==> src/rtl/hazard_pkg.sv <==
// ----------------------------------------------------------------------------
// hazard_pkg
// Shared definitions for the parametrised pipeline hazard unit:
//   - RV32I opcode constants used by the source/control decoder
//   - stall_cause encodings reported on the stall_cause output
//   - hazard FSM state encoding
// No ports (package).
// ----------------------------------------------------------------------------
package hazard_pkg;

    localparam logic [6:0] OP_BRANCH = 7'b1100011;
    localparam logic [6:0] OP_JAL    = 7'b1101111;
    localparam logic [6:0] OP_JALR   = 7'b1100111;
    localparam logic [6:0] OP_LUI    = 7'b0110111;
    localparam logic [6:0] OP_AUIPC  = 7'b0010111;
    localparam logic [6:0] OP_RTYPE  = 7'b0110011;
    localparam logic [6:0] OP_STORE  = 7'b0100011;

    typedef enum logic [1:0] {
        CAUSE_NONE = 2'd0,
        CAUSE_LU   = 2'd1,
        CAUSE_CTRL = 2'd2,
        CAUSE_MEM  = 2'd3
    } stall_cause_e;

    typedef enum logic [1:0] {
        ST_RUN   = 2'd0,
        ST_CTRL  = 2'd1,
        ST_MWAIT = 2'd2
    } haz_state_e;

endpackage

==> src/rtl/hazard_src_decode.sv <==
// ----------------------------------------------------------------------------
// hazard_src_decode
// Combinational decode of the IF/ID instruction for hazard detection.
// Ports:
//   i_instr    in  32      instruction held in IF/ID
//   o_rs1      out REG_AW  rs1 field (instr[19:15])
//   o_rs2      out REG_AW  rs2 field (instr[24:20])
//   o_use_rs1  out 1       rs1 is a real source (not LUI/AUIPC/JAL)
//   o_use_rs2  out 1       rs2 is a real source (R-type, store, branch)
//   o_is_ctrl  out 1       instruction starts a control stall
// ----------------------------------------------------------------------------
module hazard_src_decode
    import hazard_pkg::*;
#(
    parameter int REG_AW        = 5,
    parameter int STALL_ON_JUMP = 1
) (
    input  logic [31:0]       i_instr,
    output logic [REG_AW-1:0] o_rs1,
    output logic [REG_AW-1:0] o_rs2,
    output logic              o_use_rs1,
    output logic              o_use_rs2,
    output logic              o_is_ctrl
);

    logic [6:0]  w_opcode;
    // Immediate/funct/rd bits play no part in hazard detection.
    logic [14:0] w_unused_fields;

    assign w_opcode        = i_instr[6:0];
    assign o_rs1           = REG_AW'(i_instr[19:15]);
    assign o_rs2           = REG_AW'(i_instr[24:20]);
    assign w_unused_fields = {i_instr[31:25], i_instr[14:7]};

    always_comb begin
        o_use_rs1 = 1'b1;
        o_use_rs2 = 1'b0;
        o_is_ctrl = 1'b0;
        case (w_opcode)
            OP_LUI, OP_AUIPC: o_use_rs1 = 1'b0;
            OP_JAL: begin
                o_use_rs1 = 1'b0;
                o_is_ctrl = (STALL_ON_JUMP != 0);
            end
            OP_JALR:  o_is_ctrl = (STALL_ON_JUMP != 0);
            OP_BRANCH: begin
                o_use_rs2 = 1'b1;
                o_is_ctrl = 1'b1;
            end
            OP_RTYPE, OP_STORE: o_use_rs2 = 1'b1;
            default: ;
        endcase
    end

endmodule

==> src/rtl/hazard_unit_param.sv <==
// ----------------------------------------------------------------------------
// hazard_unit_param
// Pipeline stall unit beside the ID stage of the 5-stage RISC-V core.
// Generates PC / IF-ID write enables, the ID/EX bubble select and a
// whole-pipeline hold, and reports the stall cause plus a saturating
// count of stalled cycles.
//
// Optional build macro: HAZ_BR_EARLY_RELEASE_EN
//   defined   - br_resolved=1 in CTRL (mem_busy=0) ends the control stall
//               after the current (still stalled) cycle.
//   undefined - br_resolved is ignored; control stalls last BR_STALL_CYC.
//
// Ports:
//   clk, rst        clock; asynchronous active-high reset
//   ifid_valid      IF/ID holds a real instruction
//   ifid_instr[31:0] instruction in IF/ID
//   idex_rd, idex_memread     destination / load flag in ID/EX
//   exmem_rd, exmem_memread   destination / load flag in EX/MEM (LU_DEPTH=2)
//   mem_busy        data memory not ready, freeze the whole pipeline
//   br_resolved     branch in EX resolved (early-release builds only)
//   pc_write, ifid_write      front-end enables
//   control_mux     1 = inject NOP control into ID/EX
//   pipe_hold       1 = hold ID/EX, EX/MEM and MEM/WB
//   stall_cause     0 none, 1 load-use, 2 control, 3 memory wait
//   stall_cnt       saturating count of stalled cycles
// ----------------------------------------------------------------------------
module hazard_unit_param
    import hazard_pkg::*;
#(
    parameter int REG_AW        = 5,
    parameter int BR_STALL_CYC  = 2,
    parameter int STALL_ON_JUMP = 1,
    parameter int LU_DEPTH      = 1,
    parameter int CNT_W         = 16
) (
    input  logic              clk,
    input  logic              rst,
    input  logic              ifid_valid,
    input  logic [31:0]       ifid_instr,
    input  logic [REG_AW-1:0] idex_rd,
    input  logic              idex_memread,
    input  logic [REG_AW-1:0] exmem_rd,
    input  logic              exmem_memread,
    input  logic              mem_busy,
    input  logic              br_resolved,
    output logic              pc_write,
    output logic              ifid_write,
    output logic              control_mux,
    output logic              pipe_hold,
    output logic [1:0]        stall_cause,
    output logic [CNT_W-1:0]  stall_cnt
);

    logic [REG_AW-1:0] w_rs1;
    logic [REG_AW-1:0] w_rs2;
    logic              w_use_rs1;
    logic              w_use_rs2;
    logic              w_is_ctrl;
    logic              w_lu_idex;
    logic              w_lu_exmem;
    logic              w_lu;

    haz_state_e        r_state;
    haz_state_e        r_saved;
    haz_state_e        w_state_nxt;
    haz_state_e        w_saved_nxt;
    haz_state_e        w_eff_state;
    logic [2:0]        r_br_cnt;
    logic [2:0]        w_br_cnt_nxt;
    logic [CNT_W-1:0]  r_stall_cnt;

    logic              w_pc_write;
    logic              w_ifid_write;
    logic              w_control_mux;
    logic              w_pipe_hold;
    stall_cause_e      w_cause;

    hazard_src_decode #(
        .REG_AW        (REG_AW),
        .STALL_ON_JUMP (STALL_ON_JUMP)
    ) u_decode (
        .i_instr   (ifid_instr),
        .o_rs1     (w_rs1),
        .o_rs2     (w_rs2),
        .o_use_rs1 (w_use_rs1),
        .o_use_rs2 (w_use_rs2),
        .o_is_ctrl (w_is_ctrl)
    );

    // x0 never carries a dependency, so rd==0 loads are not hazards.
    assign w_lu_idex  = idex_memread && (idex_rd != '0) &&
                        ((w_use_rs1 && (w_rs1 == idex_rd)) ||
                         (w_use_rs2 && (w_rs2 == idex_rd)));
    assign w_lu_exmem = exmem_memread && (exmem_rd != '0) &&
                        ((w_use_rs1 && (w_rs1 == exmem_rd)) ||
                         (w_use_rs2 && (w_rs2 == exmem_rd)));
    assign w_lu       = ifid_valid && (w_lu_idex || ((LU_DEPTH == 2) && w_lu_exmem));

`ifndef HAZ_BR_EARLY_RELEASE_EN
    logic w_unused_br_resolved;
    assign w_unused_br_resolved = br_resolved;
`endif

    // MWAIT is transparent: the cycle that ends a memory wait behaves as
    // the state that was interrupted.
    assign w_eff_state = (r_state == ST_MWAIT) ? r_saved : r_state;

    always_comb begin
        w_pc_write    = 1'b1;
        w_ifid_write  = 1'b1;
        w_control_mux = 1'b0;
        w_pipe_hold   = 1'b0;
        w_cause       = CAUSE_NONE;
        w_state_nxt   = w_eff_state;
        w_saved_nxt   = r_saved;
        w_br_cnt_nxt  = r_br_cnt;

        if (mem_busy) begin
            // Whole pipeline frozen; br_cnt holds its value.
            w_pc_write   = 1'b0;
            w_ifid_write = 1'b0;
            w_pipe_hold  = 1'b1;
            w_cause      = CAUSE_MEM;
            w_state_nxt  = ST_MWAIT;
            w_saved_nxt  = w_eff_state;
        end else if (w_lu) begin
            w_pc_write    = 1'b0;
            w_ifid_write  = 1'b0;
            w_control_mux = 1'b1;
            w_cause       = CAUSE_LU;
        end else if (r_br_cnt != 3'd0) begin
            w_pc_write    = 1'b0;
            w_ifid_write  = 1'b0;
            w_control_mux = 1'b1;
            w_cause       = CAUSE_CTRL;
            w_br_cnt_nxt  = r_br_cnt - 3'd1;
            if (r_br_cnt == 3'd1) begin
                w_state_nxt = ST_RUN;
            end
        end else if ((w_eff_state == ST_RUN) && ifid_valid && w_is_ctrl) begin
            // Control instruction leaves ID this cycle; the bubbles land on
            // the instruction behind it.
            w_br_cnt_nxt = 3'(BR_STALL_CYC);
            w_state_nxt  = ST_CTRL;
        end

`ifdef HAZ_BR_EARLY_RELEASE_EN
        if (!mem_busy && (w_eff_state == ST_CTRL) && br_resolved) begin
            w_br_cnt_nxt = 3'd0;
            w_state_nxt  = ST_RUN;
        end
`endif
    end

    always_ff @(posedge clk or posedge rst) begin
        if (rst) begin
            r_state     <= ST_RUN;
            r_saved     <= ST_RUN;
            r_br_cnt    <= 3'd0;
            r_stall_cnt <= '0;
        end else begin
            r_state  <= w_state_nxt;
            r_saved  <= w_saved_nxt;
            r_br_cnt <= w_br_cnt_nxt;
            if ((w_cause != CAUSE_NONE) && (r_stall_cnt != {CNT_W{1'b1}})) begin
                r_stall_cnt <= r_stall_cnt + 1'b1;
            end
        end
    end

    // Reset forces a non-stalling front end regardless of the inputs.
    assign pc_write    = rst ? 1'b1 : w_pc_write;
    assign ifid_write  = rst ? 1'b1 : w_ifid_write;
    assign control_mux = rst ? 1'b0 : w_control_mux;
    assign pipe_hold   = rst ? 1'b0 : w_pipe_hold;
    assign stall_cause = rst ? 2'd0 : w_cause;
    assign stall_cnt   = r_stall_cnt;

endmodule

==> config.mk <==
export PLATFORM = sky130hd
export DESIGN_NAME = hazard_unit_param
export DESIGN_NICKNAME = d
export VERILOG_FILES = /design/src/rtl/hazard_pkg.sv /design/src/rtl/hazard_src_decode.sv /design/src/rtl/hazard_unit_param.sv
export SDC_FILE = /design/constraint.sdc
export NUM_CORES = 1
export LEC_CHECK = 0
export BUFFER_PORTS_ARGS = -buffer_cell sky130_fd_sc_hd__buf_2
export CORE_MARGIN = 2
export CORE_UTILIZATION = 46
export CTS_BUF_LIST = sky130_fd_sc_hd__clkbuf_16
export CTS_CLUSTER_SIZE = 20
export DETAILED_ROUTE_END_ITERATION = 12
export HOLD_SLACK_MARGIN = 0.15
export PLACE_DENSITY = 0.8
export SYNTH_ARGS = -nofsm -noshare
export SYNTH_HDL_FRONTEND = slang
export SYNTH_SLANG_ARGS = --single-unit
==> constraint.sdc <==
create_clock -name clk -period 2.07 [get_ports clk]
set_input_delay 0.207 -clock clk [delete_from_list [all_inputs] [get_ports clk]]
set_output_delay 0.207 -clock clk [all_outputs]
set_load 0.005 [all_outputs]
Word-level counts from Yosys, hierarchy flattened. Index checks and enable logic that the tools add are counted.

Logic and storage cells: 63. Bits in registers: 23. Output and inout port bits: 22.

Add/subtract/negate cells: 2. Equal/unequal tests: 12. Bitwise operators: 2. Mux-type cells: 25. Reduce and logical (&&, ||, !) cells: 18.

Operator list (number): 7-bit by 6-bit equality test with 1-bit output, second input constant (3); 7-bit equality test, second input constant (3); 2-bit two-way mux (10); 16-bit by 1-bit adder with 16-bit output, second input constant (1); 16-bit != test, second input constant (1); 1-bit two-way mux (13); 5-bit equality test (2); 3-bit OR reduction (3); 1-bit logical AND (8); 7-bit by 5-bit equality test with 1-bit output, second input constant (1); 3-bit two-way mux (2); 5-bit nonzero test (1); 2-bit nonzero test (2); 3-bit by 1-bit equality test with 1-bit output, second input constant (1); 3-bit AND reduction (1); 3-bit nonzero test (1); 3-bit by 1-bit subtractor with 3-bit output, second input constant (1); 2-bit equality test, second input constant (1); 2-bit zero test (1); 1-bit inverter (2); 1-bit logical OR (1).

Logic depth before layout (Yosys ltp).
Depth in word-level cells: 11. Gate-level depth with buffers: 10. Mapped depth without buffers: 9.

Cells and area by module. Synthesis repeated with hierarchy kept, for this count alone.

Cell total of the unflattened synthesis: 154. Area, all modules: 1457.6 um^2.

Modules (own cells, without submodules): hazard_unit_param (seq. area each 575.6 um^2, instances 1, area an instance 1321.3 um^2, cells an instance 137); hazard_src_decode (seq. area each 0.0 um^2, instances 1, area an instance 136.4 um^2, cells an instance 17).

Least setup slack after synthesis. Ideal clock, no wire load.

Path kind: reg-to-reg. From: register r_stall_cnt[0] (netlist: stall_cnt[0]). To: register r_stall_cnt[8] (netlist: stall_cnt[8]). Required time: 1946 ps. Stages on the path, launching flop included: 10. Arrival: 1742 ps. Slack: 204 ps. Path through: dfrtp_1 ha_1 nand2_1 nor2_1 and3_2 a31o_2 nor2_4 buf_8 nand3_2 xnor2_1.

Cells in the longest elaborated chain, start to end: 2.

Ends and longest elaborated chain: start, declared (line hazard_unit_param.sv:70) `logic [CNT_W-1:0] r_stall_cnt;`; start signal, assigned (line hazard_unit_param.sv:166) `r_stall_cnt <= r_stall_cnt + 1'b1;`; branches (longest 2 deep; another with 16-bit by 1-bit adder with 16-bit output).

Several ways; the timed one is not identified. A chain may end at the register's enable or synchronous reset.

Final worst setup path.
From: register r_stall_cnt[0] (netlist: stall_cnt[0]). To: register r_stall_cnt[14] (netlist: stall_cnt[14]).

The elaborated chain is that of the path after synthesis.

==> summary.txt <==
Outcome
  – Status: finished, final reports clean

Clock tree
  – Clock-pin slew on the worst setup and hold paths: 0.06 ns
  – CTS H-tree lvls: 1
  – CTS tree: done
  – CTS Buffer Depth: 2
  – Num CTS Buffers: 3
  – Clk root buf: clkbuf_16
  – CTS sink cnt: 23
  – Worst-Skew Late Latency: 0.26 ns

STA
  – Final Skew: 0.00188 ns
  – FMAX: 0.512 GHz
  – RSZ-0062 raised after global routing: false
  – Tmin final: 1.95 ns
  – Max-slew headroom: 72.9%
  – Final hold violations: 0
  – Final TNS setup: 0 ns
  – Worst Tran Pin Value: 0.401 ns
  – Max Slew Vio Count: 0
  – Crit share post-route: 94.4%
  – Setup Viol. Count Final: 0

Finish
  – Diodes inserted: 0
  – Fin nets: 252
  – Commonest non-fill, non-tap cell in the layout: buf_2
  – Most frequent cells in the layout: 48 x buf_2, 23 x dfrtp_1, 14 x nor2_1
  – Area grow syn2layout: 29.0%
  – Layout cell share with drive strength beyond 1: 41.9%

Route
  – First-pass DRT Iterations: 4
  – DRC viols: 0
  – Total wire length: 3160 um
  – Wire per inst: 13.1 um
  – ANT nets after route: 0
  – Drt initial violations: 40
  – DR vias: 1,254
  – Vias per cell: 5.18

Floorplanning
  – I/O Pins: 71
  – Initial Utilization: 48.5%
  – Die Width: 60.7 um
  – CORE AREA: 3050 sq um
  – Die Height: 60.7 um
  – Row count: 20
  – Full die area: 3690 sq um

Pwr
  – Combinational Power Share: 39.7%
  – Pwr per Cell Area: 1010 nW/um^2
  – Cell Int Power: 1.25 mW
  – Clock power frac: 22.3%
  – LEAKAGE: 0.898 nW
  – Sw frac: 35.1%
  – Seq pwr share: 38.1%
  – PnR Total Power: 1.92 mW
  – Worst IR Drop VDD: 0.787 mV
  – Net Switching: 676 uW

Global route
  – Initial antenna violation count: 0
  – GRT Total Usage: 19.8%
  – Largest net degree at the start of global routing: 24
  – First-pass GRT wire length: 5430 um
  – Number of global-route vias before repair: 1,289
  – Gr ovfl total: 0

Worst setup path
  – CP max FO: 10
  – R2R depth: 9
  – Crit path cell chain: ha_2 > nand2_1 > nor2_1 > and3_2 > a31o_2 > nor2_4 > buf_12 > nand4_1 > xnor2_1
  – CP Capture Type: register
  – Critical Path AT: 2.10 ns
  – Flop-to-flop setup slack: 0.12 ns
  – CP max stage cell: dfrtp_1
  – Crit-path max cell delay: 0.42 ns
  – Startpoint Class: register
  – R2R Path Start: stall_cnt[0]$_DFFE_PP0P_
  – Worst endpoint required time: 2.22 ns
  – Critical path origin: stall_cnt[0]$_DFFE_PP0P_
  – Worst r2r dst: stall_cnt[14]$_DFFE_PP0P_
  – Worst setup path class: register to register

Synthesis
  – Post-synthesis instance total: 143
  – EDFF count, synth: 0
  – Synth Register Bits: 23
  – Ys async rst share: 100%
  – Ys Warns: 0
  – Syn Nets: 196
  – Post-synth cell types: 44
  – Register area share after synthesis: 38.9%
  – Primary FF master, synth: dfrtp_1
  – Mapped cell area: 1480 sq um
  – Syn_area_per_cell: 10.4 sq um

Placement
  – Port Buffers: 48
  – Placer's final routability congestion estimate: 0.769
  – Post-DP HPWL: 2430 um

Worst hold path
  – Hold Crit Start: mem_busy
  – Hold Crit Class: input pin to register
  – Hold Path Sink: r_saved[0]$_DFFE_PP0P_
  – Worst hold path stage count: 2

Job
  – Max Cap Viol: 0
## worst max-delay path by stage
stage	cells after the start	to
after floorplan	9	stall_cnt[8]$_DFFE_PP0P_
after global placement	9	stall_cnt[9]$_DFFE_PP0P_
after detailed placement	10	stall_cnt[14]$_DFFE_PP0P_
after CTS	9	stall_cnt[14]$_DFFE_PP0P_
after global routing	10	stall_cnt[9]$_DFFE_PP0P_
final	9	stall_cnt[14]$_DFFE_PP0P_
## stage by stage
step	setup slack, ns	util (%)	cells	hold slack [ns]	area, sq um
floorplan	0.204	-	143	0.217	1480
global placement	0.138	58.9	237	0.343	1800
detailed placement	0.0886	58.9	237	0.350	1800
CTS	0.0681	62.0	242	0.287	1890
global route	0.0105	62.5	242	0.321	1910
finish	0.116	62.5	242	0.304	1910
## final cells by class
class	instances	area [sq um]
multi-input combinational	112	877
clock buffer	3	75.1
timing repair buffer	54	300
inverter	5	18.8
fill	277	1140
tap	44	55.1
clock inverter	1	7.51
sequential	23	576
## power by group through the flow
stage / Combinational, mW / Clock (mW) / Sequential [mW]
after detailed placement: 0.745 / 0 / 0.732
after global routing: 0.854 / 0.465 / 0.748
final: 0.763 / 0.428 / 0.732
after floorplan: 0.492 / 0 / 0.719
after global placement: 0.725 / 0 / 0.722
after CTS: 0.754 / 0.438 / 0.728
## flip-flops by register name, indices dropped and copies added, names as in the netlist
name,cells
r_br_cnt,3
r_saved,2
r_state,2
stall_cnt,16
## Yosys cell counts (all sizes together), types with 2 or more instances
cell / count / area [sq um]
xnor2: 13 / 114
nor2b: 2 / 12.5
nor2: 16 / 70.1
nand3b: 2 / 15.0
buf: 2 / 22.5
a211oi: 2 / 15.0
and3: 6 / 46.3
ha: 4 / 50.1
a31o: 2 / 17.5
and2: 2 / 17.5
a21oi: 7 / 38.8
mux2i: 2 / 20.0
inv: 5 / 18.8
nand4: 3 / 18.8
nand2: 9 / 36.3
nand2b: 3 / 18.8
nand3: 11 / 85.1
xor2: 11 / 96.3
dfrtp: 23 / 576
mux2: 3 / 33.8
## metal layers
layer  routed length [um]  GRT usage, %  vias up
li1                     -             -      611
met1                 1340          23.5      608
met2                 1650          34.7       29
met3                  116          5.12        6
met4                   53          6.83        0
met5                    0             0        -
## cells by family (layout without fill, tap and decap cells)
logic type / count (synthesis) / after routing / share of synthesized area, %
muxes: 5 / 5 / 3.63
xor gates and xnor gates: 24 / 24 / 14.2
adders and majority gates: 4 / 4 / 3.38
AOI/OAI and AO/OA: 19 / 19 / 12.1
and+or+nand+nor: 60 / 60 / 24.8
DFF: 23 / 23 / 38.9
buffers and inverters: 8 / 63 / 3.04
## what timing repair did
| item | in CTS | in global routing |
|---|---|---|
| hold buffers | 1 | 0 |
| endpoints found under the setup margin | 0 | 2 |
| gates resized for setup | 0 | 3 |
| endpoints found under the hold margin | 23 | 0 |
| buffers inserted | 0 | 0 |
## critical path: cells and delay by family, from the launching register on
| family | cells | cell delay, ns |
|---|---|---|
| and+or+nand+nor | 5 | 0.63 |
| DFF | 1 | 0.42 |
| AOI/OAI and AO/OA | 1 | 0.26 |
| adders and majority gates | 1 | 0.23 |
| buffers and inverters | 1 | 0.16 |
| xor gates and xnor gates | 1 | 0.14 |
Note: power is estimated with default switching activity, not from simulation.
